==> config.mk <==
export PLATFORM = sky130hd
export DESIGN_NAME = aud_speed_dsp
export DESIGN_NICKNAME = d
export VERILOG_FILES = /design/src/rtl/aud_speed_dsp.sv
export SDC_FILE = /design/constraint.sdc
export NUM_CORES = 1
export LEC_CHECK = 0
export ABC_AREA = 1
export ABC_CLOCK_PERIOD_IN_PS = 4550
export BUFFER_PORTS_ARGS = -buffer_cell sky130_fd_sc_hd__buf_2
export CAP_MARGIN = 20
export CORE_MARGIN = 2
export CORE_UTILIZATION = 56
export DETAILED_ROUTE_END_ITERATION = 8
export MAX_ROUTING_LAYER = met4
export PLACE_DENSITY_LB_ADDON = 0.12
export SLEW_MARGIN = 15
export SYNTH_ARGS = -nofsm -noshare
export SYNTH_HDL_FRONTEND = slang
export SYNTH_SLANG_ARGS = --single-unit
==> constraint.sdc <==
create_clock -name i_AUD_BCLK -period 4.55 [get_ports i_AUD_BCLK]
set_input_delay 0.455 -clock i_AUD_BCLK [delete_from_list [all_inputs] [get_ports i_AUD_BCLK]]
set_output_delay 0.455 -clock i_AUD_BCLK [all_outputs]
set_load 0.01 [all_outputs]
==> src/rtl/aud_speed_dsp.sv <==
// Variable-speed playback engine: per DAC frame it steps the SRAM read address and shapes the sample.
// Optional feature macro: AUD_DSP_LINEAR_INTERP_EN builds the slow_1 divider and interpolating accumulator.
module aud_speed_dsp #(
    parameter int ADDR_W = 20,
    parameter int DATA_W = 16
) (
    input  logic              i_AUD_BCLK,
    input  logic              i_rst_n,
    input  logic              i_start,
    input  logic              i_pause,
    input  logic              i_stop,
    input  logic [2:0]        i_speed,
    input  logic              i_fast,
    input  logic              i_slow_0,
    input  logic              i_slow_1,
    input  logic              i_daclrck,
    input  logic [ADDR_W-1:0] i_end_addr,
    input  logic [DATA_W-1:0] i_sram_data,
    output logic [ADDR_W-1:0] o_sram_addr,
    output logic [DATA_W-1:0] o_dac_data,
    output logic              o_busy,
    output logic              o_done
);

    typedef enum logic [2:0] {
        S_IDLE  = 3'd0,
        S_PAUSE = 3'd1,
        S_WAIT  = 3'd2,
        S_FETCH = 3'd3,
        S_LATCH = 3'd4,
`ifdef AUD_DSP_LINEAR_INTERP_EN
        S_DIV   = 3'd5,
`endif
        S_OUT   = 3'd6
    } state_t;

    typedef enum logic [1:0] {M_NORM, M_FAST, M_HOLD, M_INTERP} mode_t;

    state_t            state_q, state_d;
    mode_t             mode_q, mode_d, req_mode;
    logic              lrc_q, frame_evt, go_idle;
    logic              first_q, first_d, done_q, done_d;
    logic [2:0]        spd_q, spd_d, k_q, k_d, grp_last;
    logic [3:0]        step;
    logic [ADDR_W:0]   next_addr;
    logic [ADDR_W-1:0] addr_q, addr_d;
    logic [DATA_W-1:0] dac_q, dac_d, cur_q, cur_d, prev_q, prev_d;
`ifdef AUD_DSP_LINEAR_INTERP_EN
    logic [DATA_W:0]   diff, quo_q, quo_d, delta_q, delta_d;
    logic [DATA_W+1:0] acc_q, acc_d, acc_sum;
    logic [2:0]        rem_q, rem_d;
    logic [3:0]        shl, divisor;
    logic              neg_q, neg_d;
    logic [4:0]        cnt_q, cnt_d;

    assign diff    = {i_sram_data[DATA_W-1], i_sram_data} - {prev_q[DATA_W-1], prev_q};
    assign shl     = {rem_q, quo_q[DATA_W]};
    assign divisor = {1'b0, spd_q} + 4'd1;
    assign acc_sum = acc_q + {delta_q[DATA_W], delta_q};
`endif

    assign frame_evt = i_daclrck & ~lrc_q;
    // A group spans N frames only in the holding/interpolating modes; otherwise every frame is a group.
    assign grp_last  = (mode_q == M_HOLD || mode_q == M_INTERP) ? spd_q : 3'd0;
    assign step      = (mode_q == M_FAST) ? ({1'b0, spd_q} + 4'd1) : 4'd1;
    assign next_addr = {1'b0, addr_q} + {{(ADDR_W-3){1'b0}}, step};

    always_comb begin
        req_mode = M_NORM;
        if (i_fast) begin
            req_mode = M_FAST;
        end else if (i_slow_0 && i_speed != 3'd0) begin
            req_mode = M_HOLD;
        end else if (i_slow_1 && i_speed != 3'd0) begin
`ifdef AUD_DSP_LINEAR_INTERP_EN
            req_mode = M_INTERP;
`else
            req_mode = M_HOLD;
`endif
        end
    end

    always_comb begin
        state_d = state_q;
        mode_d  = mode_q;
        first_d = first_q;
        done_d  = 1'b0;
        spd_d   = spd_q;
        k_d     = k_q;
        addr_d  = addr_q;
        dac_d   = dac_q;
        cur_d   = cur_q;
        prev_d  = prev_q;
        go_idle = 1'b0;
`ifdef AUD_DSP_LINEAR_INTERP_EN
        quo_d   = quo_q;
        delta_d = delta_q;
        acc_d   = acc_q;
        rem_d   = rem_q;
        neg_d   = neg_q;
        cnt_d   = cnt_q;
`endif
        case (state_q)
            S_IDLE: begin
                if (i_start) begin
                    state_d = S_WAIT;
                    first_d = 1'b1;
                end
            end
            S_PAUSE: begin
                if (i_stop) begin
                    go_idle = 1'b1;
                end else if (i_start) begin
                    state_d = S_WAIT;
                end
            end
            default: begin
                if (i_stop) begin
                    go_idle = 1'b1;
                end else if (i_pause) begin
                    state_d = S_PAUSE;
                    dac_d   = '0;
                end else begin
                    case (state_q)
                        S_WAIT: begin
                            if (frame_evt) begin
                                state_d = S_FETCH;
                                if (first_q) begin
                                    first_d = 1'b0;
                                    k_d     = 3'd0;
                                    mode_d  = req_mode;
                                    spd_d   = i_speed;
                                end else if (k_q == grp_last) begin
                                    if (next_addr > {1'b0, i_end_addr}) begin
                                        go_idle = 1'b1;
                                        done_d  = 1'b1;
                                    end else begin
                                        addr_d = next_addr[ADDR_W-1:0];
                                        k_d    = 3'd0;
                                        mode_d = req_mode;
                                        spd_d  = i_speed;
                                    end
                                end else begin
                                    k_d = k_q + 3'd1;
                                end
                            end
                        end
                        S_FETCH: state_d = S_LATCH;
                        S_LATCH: begin
                            cur_d   = i_sram_data;
                            state_d = S_OUT;
`ifdef AUD_DSP_LINEAR_INTERP_EN
                            if (mode_q == M_INTERP && k_q == 3'd0) begin
                                neg_d   = diff[DATA_W];
                                quo_d   = diff[DATA_W] ? -diff : diff;
                                rem_d   = 3'd0;
                                cnt_d   = 5'd0;
                                state_d = S_DIV;
                            end
`endif
                        end
`ifdef AUD_DSP_LINEAR_INTERP_EN
                        S_DIV: begin
                            // Restoring divide of |cur-prev| by N, one quotient bit per cycle.
                            if (shl >= divisor) begin
                                rem_d = 3'(shl - divisor);
                                quo_d = {quo_q[DATA_W-1:0], 1'b1};
                            end else begin
                                rem_d = shl[2:0];
                                quo_d = {quo_q[DATA_W-1:0], 1'b0};
                            end
                            cnt_d = cnt_q + 5'd1;
                            if (cnt_q == 5'(DATA_W)) begin
                                state_d = S_OUT;
                            end
                        end
`endif
                        S_OUT: begin
                            state_d = S_WAIT;
                            dac_d   = cur_q;
                            if (k_q == 3'd0) begin
                                prev_d = cur_q;
                            end
`ifdef AUD_DSP_LINEAR_INTERP_EN
                            if (mode_q == M_INTERP) begin
                                if (k_q == 3'd0) begin
                                    delta_d = neg_q ? -quo_q : quo_q;
                                    acc_d   = {{2{prev_q[DATA_W-1]}}, prev_q};
                                    dac_d   = prev_q;
                                end else begin
                                    acc_d = acc_sum;
                                    if (acc_sum[DATA_W+1:DATA_W-1] == 3'b000 ||
                                        acc_sum[DATA_W+1:DATA_W-1] == 3'b111) begin
                                        dac_d = acc_sum[DATA_W-1:0];
                                    end else if (acc_sum[DATA_W+1]) begin
                                        dac_d = {1'b1, {(DATA_W-1){1'b0}}};
                                    end else begin
                                        dac_d = {1'b0, {(DATA_W-1){1'b1}}};
                                    end
                                end
                            end
`endif
                        end
                        default: state_d = S_WAIT;
                    endcase
                end
            end
        endcase
        if (go_idle) begin
            state_d = S_IDLE;
            addr_d  = '0;
            dac_d   = '0;
            k_d     = 3'd0;
            prev_d  = '0;
        end
    end

    always_ff @(posedge i_AUD_BCLK or posedge i_rst_n) begin
        if (i_rst_n) begin
            state_q <= S_IDLE;
            mode_q  <= M_NORM;
            lrc_q   <= 1'b0;
            first_q <= 1'b0;
            done_q  <= 1'b0;
            spd_q   <= 3'd0;
            k_q     <= 3'd0;
            addr_q  <= '0;
            dac_q   <= '0;
            cur_q   <= '0;
            prev_q  <= '0;
`ifdef AUD_DSP_LINEAR_INTERP_EN
            quo_q   <= '0;
            delta_q <= '0;
            acc_q   <= '0;
            rem_q   <= 3'd0;
            neg_q   <= 1'b0;
            cnt_q   <= 5'd0;
`endif
        end else begin
            state_q <= state_d;
            mode_q  <= mode_d;
            lrc_q   <= i_daclrck;
            first_q <= first_d;
            done_q  <= done_d;
            spd_q   <= spd_d;
            k_q     <= k_d;
            addr_q  <= addr_d;
            dac_q   <= dac_d;
            cur_q   <= cur_d;
            prev_q  <= prev_d;
`ifdef AUD_DSP_LINEAR_INTERP_EN
            quo_q   <= quo_d;
            delta_q <= delta_d;
            acc_q   <= acc_d;
            rem_q   <= rem_d;
            neg_q   <= neg_d;
            cnt_q   <= cnt_d;
`endif
        end
    end

    assign o_sram_addr = addr_q;
    assign o_dac_data  = dac_q;
    assign o_busy      = (state_q != S_IDLE);
    assign o_done      = done_q;

endmodule

==> impl_results.md, run 1 <==
- Rows: 32
- Port Buffers: 85
- GRT Overall Usage: 0.248
- Min Tclk post-route: 4.18 ns
- Leakage: 3.05 nW
- Synthesized area per cell: 7.62 um^2
- Initial antenna violation count: 0
- Die area: 8600 um^2
- Htree depth: 3
- Least-Margin Pin Slew: 0.938 ns
- Largest stage delay on the critical path: 0.42 ns
- Diodes inserted: 0
- Setup crit end kind: flop
- Worst path most repeated cell: nand2_1
- Synth Register Bits: 66
- Sequential element share of the synthesized area: 0.375
- Synth warnings: 0
- Final Skew: 0.00657 ns
- DR iter-0 viols: 206
- Routability cong.: 0.901
- Drt wl/cell: 13.0 um
- Die height: 92.7 um
- Place WS: 0.172 ns
- Area Growth Syn to Fin: 18.2%
- Largest area contributor in the netlist: dfrtp_1
- Post-synth cell types: 37
- Deepest clock path buffer count: 2
- Critical path class: reg -> reg
- Final net count: 739
- Max Fclk: 239 MHz
- Vias/cell: 5.16
- Clock root cell: clkbuf_8
- Status: finished, final reports clean
- Slowest cell on crit path: dfrtp_1
- Critical Path RT: 4.79 ns
- Critical path arrival: 4.41 ns
- Async set-reset flop share out of synthesis: 1.00
- Post-Synthesis Cell Area: 4410 um^2
- CTS tree: yes
- Setup WS post-layout: 0.374 ns
- Met3 WL: 446 um
- Rel. slew slack: 0.371
- Grt total ovfl: 0
- Number of global-route vias before repair: 3803
- Pin count of the biggest net entering global routing: 67
- Antenna-violating nets left: 0
- CP startpoint kind: flop
- Share of cells above drive strength 1: 0.256
- Core area: 7690 um^2
- CTS Sinks: 66
- VDD IR-drop max: 373 uV
- Area contributors post-synth: dfrtp_1, nand2_1, ha_1
- First-pass GRT wire length: 16700 um
- Post-synth EDFFs: 0
- Most used DFF post-synth: dfrtp_1
- # setup viols final: 0
- Synth top cells by count: nand2_1, inv_1, dfrtp_1
- Total wire length: 10000 um
- Cell area after layout: 5210 um^2
- Via count: 3975
- Cell area after placement: 4890 um^2
- MaxCap Viol Count: 0
- HP Class: in -> reg
- TritonCTS Buffers: 9
- Crit-path max FO: 8
- Clk slew on worst S/H paths: 0.07 ns
- Syn Nets: 654
- Post-Syn Instances: 579
- IO Pins: 86
- DR WL met2: 4740 um
- HPWL after detailed placement: 7410 um
- DR top layer: met4
- Final period util: 0.918
- Synth top area share: 0.375
- Die width: 92.7 um
- RSZ-0062 raised after global routing: false
- Initial Util: 0.574
- Slew Limit Fails: 0
- Detailed Routing Iterations Pass 1: 5
- Clock Latency Late Sink: 0.35 ns
- Hold violation count in the final report: 0
- Tot Pwr: 2.37 mW
- CTS Hold Bufs: 0
- Cell Pwr Density: 454 nW/um^2
- Setup TNS: 0 ns
- Count leader, synth: nand2_1
- Number of remaining DRC errors: 0
- Routed metal-1 wire length: 4660 um
## through the flow
stage / util / cells / hold slack [ns]
finish: 0.678 / 771 / 0.230
floorplan: - / 579 / 0.480
detailed placement: 0.637 / 753 / 0.454
global route: 0.678 / 771 / 0.227
global placement: 0.637 / 753 / 0.456
CTS: 0.666 / 769 / 0.219
## routing by layer
layer | vias to the layer above | track usage
li1 | 2011 | -
met1 | 1845 | 0.318
met2 | 101 | 0.405
met3 | 18 | 0.0480
met4 | 0 | 0.0674
met5 | - | -
## area by class of cell
class | instances | area [um^2]
flip-flops and latches | 66 | 1650
inverters | 78 | 293
fillers | 667 | 2470
clock buffers | 11 | 141
repair buffers | 92 | 502
multi-input cells | 417 | 2410
clock inverters | 5 | 85.1
well taps | 102 | 128
## worst paths after layout
check | startpoint | endpoint | slack [ns] | cells past startpoint
max | spd_q[0]$_DFFE_PP0P_ | o_dac_data[5]$_DFFE_PP0P_ | 0.37 | 27
min | i_daclrck | lrc_q$_DFF_PP0_ | 0.23 | 1
max reg2reg | spd_q[0]$_DFFE_PP0P_ | o_dac_data[5]$_DFFE_PP0P_ | 0.37 | 27
min reg2reg | o_dac_data[13]$_DFFE_PP0P_ | o_dac_data[13]$_DFFE_PP0P_ | 0.47 | 2
max in group asynchronous | i_rst_n | o_sram_addr[12]$_DFFE_PP0P_ | 3.66 | 3
min in group asynchronous | i_rst_n | cur_q[8]$_DFFE_PP0P_ | 0.34 | 3
## sequential cells by signal, indices dropped and copies added (netlist names)
register     count
state_q          3
k_q              3
first_q          1
cur_q           16
spd_q            3
lrc_q            1
mode_q           2
o_done           1
o_dac_data      16
o_sram_addr     20
## placed cells by master (no fill, tap or decap), types with 2 or more instances in the layout
cell type / n
xor2_1: 11
buf_4: 3
nand3_1: 57
nand2_8: 2
nand2_2: 17
o22ai_1: 2
nand4_4: 2
nor2_2: 9
nor3_2: 3
clkbuf_8: 10
bufinv_16: 2
nand4_1: 9
nor3_1: 3
or2_2: 3
a31o_2: 2
dfrtp_1: 66
nand4_2: 2
o21ai_1: 2
a21oi_1: 11
mux2_2: 16
nor2_1: 58
inv_1: 76
o21ai_0: 11
xnor2_1: 6
buf_6: 3
ha_1: 26
inv_2: 2
nand2_1: 152
buf_2: 85
## cells by family (layout without fill, tap and decap cells)
family                   Yosys count  in the layout  synth area share
multiplexers                      16             16            0.0409
AND/OR/NAND/NOR                  323            323             0.339
adder cells (fa/ha/maj)           27             27            0.0783
XOR/XNOR                          18             18            0.0358
buffers and inverters             96            186            0.0905
flip-flops                        66             66             0.375
AO/OA/AOI/OAI                     33             33            0.0414
## report_power, final
group,total [mW],internal [mW],switching (mW)
logic,0.986,0.360,0.626
registers,0.815,0.716,0.0984
clock network,0.569,0.327,0.242
total,2.37,1.40,0.966
## what timing repair did
action | CTS | global route
setup endpoints to repair | 0 | 42
resized for setup | 0 | 13
setup buffers | 0 | 2
## worst max-delay path, delay by kind of cell, from the launching register on
kind,cells,cell delay [ns]
fa+ha+maj,3,0.76
buf+inv,3,0.33
simple gates,17,1.86
flops,1,0.42
compound gates,3,0.51
xor+xnor,1,0.18
Note: power is estimated with default switching activity, not from simulation.
==> inputs of run 2 (changes only) <==
--- a/config.mk
+++ b/config.mk
@@ -5,12 +5,11 @@
 export SDC_FILE = /design/constraint.sdc
 export NUM_CORES = 1
 export LEC_CHECK = 0
-export ABC_AREA = 1
 export ABC_CLOCK_PERIOD_IN_PS = 4550
 export BUFFER_PORTS_ARGS = -buffer_cell sky130_fd_sc_hd__buf_2
 export CAP_MARGIN = 20
 export CORE_MARGIN = 2
-export CORE_UTILIZATION = 56
+export CORE_UTILIZATION = 55
 export DETAILED_ROUTE_END_ITERATION = 8
 export MAX_ROUTING_LAYER = met4
 export PLACE_DENSITY_LB_ADDON = 0.12
==> run 2 against run 1 <==
Critical path depth is 8 lower; first-iteration DRC count shrank 13%; cell count fell by 19%; sequential cell count unchanged.
==> impl_results.md, run 2 <==
- Status: finished, final reports clean (unchanged)
- GRT Overall Usage: 0.252 (was 0.248)
- Cell Pwr Density: 411 nW/um^2 (was 454 nW/um^2)
- Cell Count, Final, Fillers Out: 626 (was 771)
- IO Pins: 86 (unchanged)
- Commonest non-fill, non-tap cells in the layout: buf_2, dfrtp_1, inv_1 (was nand2_1, buf_2, inv_1)
- Grt total ovfl: 0 (unchanged)
- Initial Util: 0.558 (was 0.574)
- Die width: 89.1 um (was 92.7 um)
- Post-Syn Instances: 407 (was 579)
- Fin Hold WS: 0.246 ns (was 0.230 ns)
- Least-Margin Pin Slew: 0.991 ns (was 0.938 ns)
- Largest area contributor in the netlist: dfrtp_1 (unchanged)
- Pin count of the biggest net entering global routing: 67 (unchanged)
- Number of remaining DRC errors: 0 (unchanged)
- Critical path class: reg -> reg (unchanged)
- TritonCTS Buffers: 9 (unchanged)
- Number of global-route vias before repair: 3206 (was 3803)
- Largest stage delay on the critical path: 0.38 ns (was 0.42 ns)
- Rows: 31 (was 32)
- Final period util: 0.949 (was 0.918)
- Hold violation count in the final report: 0 (unchanged)
- # setup viols final: 0 (unchanged)
- Clk slew on worst S/H paths: 0.08 ns (was 0.07 ns)
- Detailed Routing Iterations Pass 1: 4 (was 5)
- Placed Cells: 606 (was 753)
- Port Buffers: 85 (unchanged)
- Syn Nets: 482 (was 654)
- Synth Register Bits: 66 (unchanged)
- Most used DFF post-synth: dfrtp_1 (unchanged)
- Total wire length: 9400 um (was 10000 um)
- Post-Synthesis Cell Area: 3980 um^2 (was 4410 um^2)
- Leakage: 2.61 nW (was 3.05 nW)
- Final net count: 597 (was 739)
- First-pass GRT wire length: 15000 um (was 16700 um)
- Via count: 3444 (was 3975)
- DR iter-0 viols: 180 (was 206)
- Slew Limit Fails: 0 (unchanged)
- HP Class: in -> reg (unchanged)
- Synth top area share: 0.415 (was 0.375)
- HPWL after detailed placement: 6810 um (was 7410 um)
- Commonest non-fill, non-tap cell in the layout: buf_2 (was nand2_1)
- Crit-path max FO: 16 (was 8)
- Synth warnings: 0 (unchanged)
- Die area: 7930 um^2 (was 8600 um^2)
- Clock root cell: clkbuf_8 (unchanged)
- Vias/cell: 5.50 (was 5.16)
- Post-synth cell types: 53 (was 37)
- Share of cells above drive strength 1: 0.357 (was 0.256)
- Post-synth EDFFs: 0 (unchanged)
- Setup crit end kind: flop (unchanged)
- Drt wl/cell: 15.0 um (was 13.0 um)
- Critical Path RT: 4.77 ns (was 4.79 ns)
- Slowest cell on crit path: dfrtp_1 (unchanged)
- Initial antenna violation count: 0 (unchanged)
- Antenna-violating nets left: 0 (unchanged)
- Tot Pwr: 2.07 mW (was 2.37 mW)
- Max Fclk: 232 MHz (was 239 MHz)
- Setup TNS: 0 ns (unchanged)
- Htree depth: 3 (unchanged)
- Rel. slew slack: 0.337 (was 0.371)
- CTS tree: yes (unchanged)
- Critical path arrival: 4.54 ns (was 4.41 ns)
- Max reg flops: 20 (unchanged)
- Min Tclk post-route: 4.32 ns (was 4.18 ns)
- Area contributors post-synth: dfrtp_1, ha_1, mux2_2 (was dfrtp_1, nand2_1, ha_1)
- Sequential element share of the synthesized area: 0.415 (was 0.375)
- CP cell instances: nor2b_2 > nand2_1 > ha_2 > inv_1 > fa_2 > nand2b_4 > a21o_4 > nor4_2 > xor2_1 > ha_1 > nand4_1 > nor4_2 > a21bo_2 > and4_1 > o21ai_4 > buf_4 > o311ai_4 > buf_12 > a22o_1
- MaxCap Viol Count: 0 (unchanged)
- Synthesized area per cell: 9.78 um^2 (was 7.62 um^2)
- CP startpoint kind: flop (unchanged)
- Area Growth Syn to Fin: 26.9% (was 18.2%)
- Core area: 7140 um^2 (was 7690 um^2)
- Synth top cells by count: dfrtp_1, inv_1, nand2_1 (was nand2_1, inv_1, dfrtp_1)
- Deepest clock path buffer count: 2 (unchanged)
- Routability cong.: 0.837 (was 0.901)
- Diodes inserted: 0 (unchanged)
- Final Util: 0.708 (was 0.678)
- CTS Sinks: 66 (unchanged)
- Async set-reset flop share out of synthesis: 1.00 (unchanged)
- Final Skew: 0.00949 ns (was 0.00657 ns)
- Worst path most repeated cell: nor4_2 (was nand2_1)
- Count leader, synth: dfrtp_1 (was nand2_1)
- VDD IR-drop max: 335 uV (was 373 uV)
- Clock Latency Late Sink: 0.34 ns (was 0.35 ns)
- Die height: 89.1 um (was 92.7 um)
run 2: power breakdown:
| part | switching [mW] | internal, mW |
|---|---|---|
| logic | 0.416 | 0.376 |
| registers | 0.0929 | 0.678 |
| clock network | 0.243 | 0.269 |
| total | 0.752 | 1.32 |
run 2: final cells by class:
cell class                 count  area [um^2]
fill                         583         2090
clock inverter                 6         65.1
timing repair buffer         117          694
multi-input combinational    292         2240
sequential                    66         1650
clock buffer                  10          138
tap                           99          124
inverter                      36          135
run 2: final timing paths:
| path | start | depth (start not counted) | endpoint | slack, ns |
|---|---|---|---|---|
| hold / removal | i_daclrck | 1 | lrc_q$_DFF_PP0_ | 0.25 |
| hold reg to reg | o_dac_data[0]$_DFFE_PP0P_ | 1 | o_dac_data[0]$_DFFE_PP0P_ | 0.50 |
| setup reg to reg | mode_q[0]$_DFFE_PP0P_ | 19 | o_dac_data[9]$_DFFE_PP0P_ | 0.23 |
| min in group asynchronous | i_rst_n | 3 | cur_q[3]$_DFFE_PP0P_ | 0.35 |
| setup / recovery | mode_q[0]$_DFFE_PP0P_ | 19 | o_dac_data[9]$_DFFE_PP0P_ | 0.23 |
| max in group asynchronous | i_rst_n | 3 | o_sram_addr[0]$_DFFE_PP0P_ | 3.67 |
run 2: kinds of logic after synthesis:
| logic type | synth area share |
|---|---|
| simple gates | 0.167 |
| compound gates | 0.166 |
| flops | 0.415 |
| buf+inv | 0.0544 |
| fa+ha+maj | 0.0868 |
| mux | 0.0648 |
| xor+xnor | 0.0462 |
run 2: through the flow:
stage | setup WS [ns] | area (um^2)
after detailed placement | -0.366 | 4680
after CTS | 0.0590 | 4930
after global placement | -0.248 | 4680
final | 0.233 | 5050
after floorplan | 0.276 | 3980
after global routing | -0.0222 | 5050
run 2: critical path: cells and delay by family (launching register included):
family	cells	cell delay, ns
XOR/XNOR	1	0.13
AND/OR/NAND/NOR	7	1.45
buffers and inverters	3	0.40
AO/OA/AOI/OAI	5	0.99
flip-flops	1	0.38
adder cells (fa/ha/maj)	3	0.85
run 2: timing repair:
| item | in CTS | in global routing |
|---|---|---|
| setup buffers | 1 | 3 |
| setup endpoints to repair | 28 | 41 |
| gates resized for setup | 5 | 21 |
| pin swaps | 2 | 6 |
| endpoints found under the hold margin | 0 | 0 |
| hold buffers | 0 | 0 |
run 2: per-layer routing:
metal / wire (um) / GRT usage / vias up
li1: - / - / 1681
met1: 4260 / 0.324 / 1663
met2: 4600 / 0.412 / 91
met3: 465 / 0.0471 / 9
met4: 69 / 0.0665 / 0
met5: 0 / - / -
==> inputs of run 3 (changes only) <==
--- a/config.mk
+++ b/config.mk
@@ -12,8 +12,9 @@
 export CORE_UTILIZATION = 55
 export DETAILED_ROUTE_END_ITERATION = 8
 export MAX_ROUTING_LAYER = met4
-export PLACE_DENSITY_LB_ADDON = 0.12
+export PLACE_DENSITY = 0.81
 export SLEW_MARGIN = 15
 export SYNTH_ARGS = -nofsm -noshare
 export SYNTH_HDL_FRONTEND = slang
 export SYNTH_SLANG_ARGS = --single-unit
+export TNS_END_PERCENT = 20
==> run 3 against run 2 <==
Cell count is 1.3% lower; final area is 0.84% higher; first-iteration DRC count is 21% higher; clock power is 21% higher; non-clock buffer count is 8 lower; sequential share of layout area is 0.27 points lower; clock skew is 0.0014 ns higher; total power is 5.9% higher; die area stayed put; hold slack worse by 0.014 ns.
==> impl_results.md, run 3 (synthesis results as in run 2) <==
- HP Class: in -> reg (unchanged)
- HPWL after detailed placement: 6620 um (was 6810 um)
- DR top layer: met4 (unchanged)
- VDD IR-drop max: 310 uV (was 335 uV)
- Number of global-route vias before repair: 3208 (was 3206)
- Final Util: 0.714 (was 0.708)
- Detailed Routing Iterations Pass 1: 6 (was 4)
- Leakage: 2.64 nW (was 2.61 nW)
- DR iter-0 viols: 218 (was 180)
- Port Buffers: 85 (unchanged)
- Routability cong.: 0.888 (was 0.837)
- Tot Pwr: 2.20 mW (was 2.07 mW)
- Cell Pwr Density: 432 nW/um^2 (was 411 nW/um^2)
- Min Tclk post-route: 4.39 ns (was 4.32 ns)
- Routed metal-1 wire length: 4100 um (was 4260 um)
- Least-Margin Pin Slew: 0.962 ns (was 0.991 ns)
- Cell area after placement: 4580 um^2 (was 4680 um^2)
- Drt wl/cell: 15.6 um (was 15.0 um)
- Final Skew: 0.0109 ns (was 0.00949 ns)
- Critical path class: reg -> reg (unchanged)
- Max Fclk: 228 MHz (was 232 MHz)
- Critical path arrival: 4.62 ns (was 4.54 ns)
- Rows: 31 (unchanged)
- Reg2reg start: spd_q[0]$_DFFE_PP0P_ (was mode_q[0]$_DFFE_PP0P_)
- Max reg flops: 20 (unchanged)
- Commonest non-fill, non-tap cells in the layout: buf_2, dfrtp_1, inv_1 (unchanged)
- Crit-path max FO: 16 (unchanged)
- Number of remaining DRC errors: 0 (unchanged)
- Clock Latency Late Sink: 0.35 ns (was 0.34 ns)
- DR WL met2: 4710 um (was 4600 um)
- Hold Path Stages: 1 (unchanged)
- IO Pins: 86 (unchanged)
- Share of cells above drive strength 1: 0.351 (was 0.357)
- TritonCTS Buffers: 9 (unchanged)
- Critical Path RT: 4.78 ns (was 4.77 ns)
- Initial Util: 0.558 (unchanged)
- Core area: 7140 um^2 (unchanged)
- Vias/cell: 5.63 (was 5.50)
- Register-to-register path setup slack: 0.16 ns (was 0.23 ns)
- Final net count: 589 (was 597)
- Worst reg2reg endpoint: o_dac_data[9]$_DFFE_PP0P_ (unchanged)
- Total wire length: 9650 um (was 9400 um)
- MaxCap Viol Count: 0 (unchanged)
- Via count: 3479 (was 3444)
- Met3 WL: 611 um (was 465 um)
- Deepest clock path buffer count: 2 (unchanged)
- Htree depth: 3 (unchanged)
- Slew Limit Fails: 0 (unchanged)
- Die area: 7930 um^2 (unchanged)
- CP startpoint kind: flop (unchanged)
- Clk slew on worst S/H paths: 0.08 ns (about the same)
- Diodes inserted: 0 (unchanged)
- Pin count of the biggest net entering global routing: 67 (unchanged)
- Grt total ovfl: 0 (unchanged)
- Setup crit end kind: flop (unchanged)
- First-pass GRT wire length: 14700 um (was 15000 um)
- Final period util: 0.965 (was 0.949)
- # setup viols final: 0 (unchanged)
- Worst Hold Endpoint: lrc_q$_DFF_PP0_ (unchanged)
- Die height: 89.1 um (unchanged)
- CTS Sinks: 66 (unchanged)
- Worst Reg-to-Reg Cells: 22 (was 19)
- Antenna-violating nets left: 0 (unchanged)
- Status: finished, final reports clean (unchanged)
- Initial antenna violation count: 0 (unchanged)
- CTS tree: yes (unchanged)
- Hold violation count in the final report: 0 (unchanged)
- Die width: 89.1 um (unchanged)
- Area Growth Syn to Fin: 27.9% (was 26.9%)
- Rel. slew slack: 0.356 (was 0.337)
- Cell area after layout: 5090 um^2 (was 5050 um^2)
- Worst hold start: i_daclrck (unchanged)
- Clock root cell: clkbuf_8 (unchanged)
- GRT Overall Usage: 0.249 (was 0.252)
- Commonest non-fill, non-tap cell in the layout: buf_2 (unchanged)
-- run 3: cell types whose count changed in the layout (fill, tap and decap cells not counted), moves of 2 or more --
| cell | change |
|---|---|
| buf_4 | -10 |
| a21oi_2 | +2 |
| buf_12 | +2 |
| bufinv_16 | +2 |
| clkinv_2 | -2 |
| clkinv_4 | +2 |
-- run 3: worst max-delay path by stage --
stage,cells past startpoint,slack (ns),start,to
final,22,0.16,spd_q[0]$_DFFE_PP0P_,o_dac_data[9]$_DFFE_PP0P_
after global routing,21,-0.1,spd_q[0]$_DFFE_PP0P_,o_dac_data[9]$_DFFE_PP0P_
after CTS,20,0.01,mode_q[0]$_DFFE_PP0P_,o_dac_data[9]$_DFFE_PP0P_
after detailed placement,18,-0.24,mode_q[0]$_DFFE_PP0P_,o_dac_data[8]$_DFFE_PP0P_
after global placement,18,-0.13,mode_q[0]$_DFFE_PP0P_,o_dac_data[15]$_DFFE_PP0P_
after floorplan,18,0.28,spd_q[1]$_DFFE_PP0P_,o_dac_data[0]$_DFFE_PP0P_
-- run 3: stage by stage --
| stage | worst slack, ns | hold slack (ns) | instances | setup TNS, ns |
|---|---|---|---|---|
| final | 0.158 | 0.232 | 618 | 0 |
| after global placement | -0.131 | 0.479 | 595 | -2.38 |
| after global routing | -0.0955 | 0.223 | 618 | -1.53 |
| after CTS | 0.0138 | 0.220 | 613 | 0 |
| after detailed placement | -0.244 | 0.481 | 595 | -4.86 |
| after floorplan | 0.276 | 0.469 | 407 | 0 |
-- run 3: per-layer routing --
layer  up-vias  GRT usage
met5         -          -
met4         0     0.0950
met3        24     0.0526
met2       138      0.396
met1      1654      0.314
li1       1663          -
-- run 3: critical path: stages, from the launching register on --
cell	delay, ns
dfrtp_1	0.41
ha_1	0.30
nand2_1	0.13
inv_1	0.06
ha_1	0.26
a21o_1	0.11
a21oi_2	0.07
a21oi_2	0.16
buf_4	0.17
nand3_4	0.10
nor3_4	0.22
xor2_1	0.10
ha_1	0.30
nand4_1	0.15
nor4_4	0.30
buf_4	0.15
a21bo_2	0.23
and4_4	0.21
o21ai_4	0.18
buf_12	0.16
o311ai_4	0.11
buf_12	0.17
a22o_1	0.19
-- run 3: timing repair --
item	CTS	global route
resized for setup	7	26
hold buffers	0	0
pin swaps	3	10
gates cloned	0	1
buffers inserted	2	4
setup endpoints to repair	29	47
-- run 3: report_power, final --
| group | internal, mW | switching (mW) |
|---|---|---|
| registers | 0.678 | 0.0978 |
| clock network | 0.369 | 0.248 |
| logic | 0.381 | 0.423 |
| total | 1.43 | 0.769 |
-- run 3: area by class of cell --
| cell class | count | area [um^2] |
|---|---|---|
| clock buffers | 9 | 124 |
| clock inverters | 7 | 125 |
| fillers | 561 | 2040 |
| multi-input cells | 292 | 2260 |
| repair buffers | 109 | 673 |
| well taps | 99 | 124 |
| flip-flops and latches | 66 | 1650 |
| inverters | 36 | 135 |
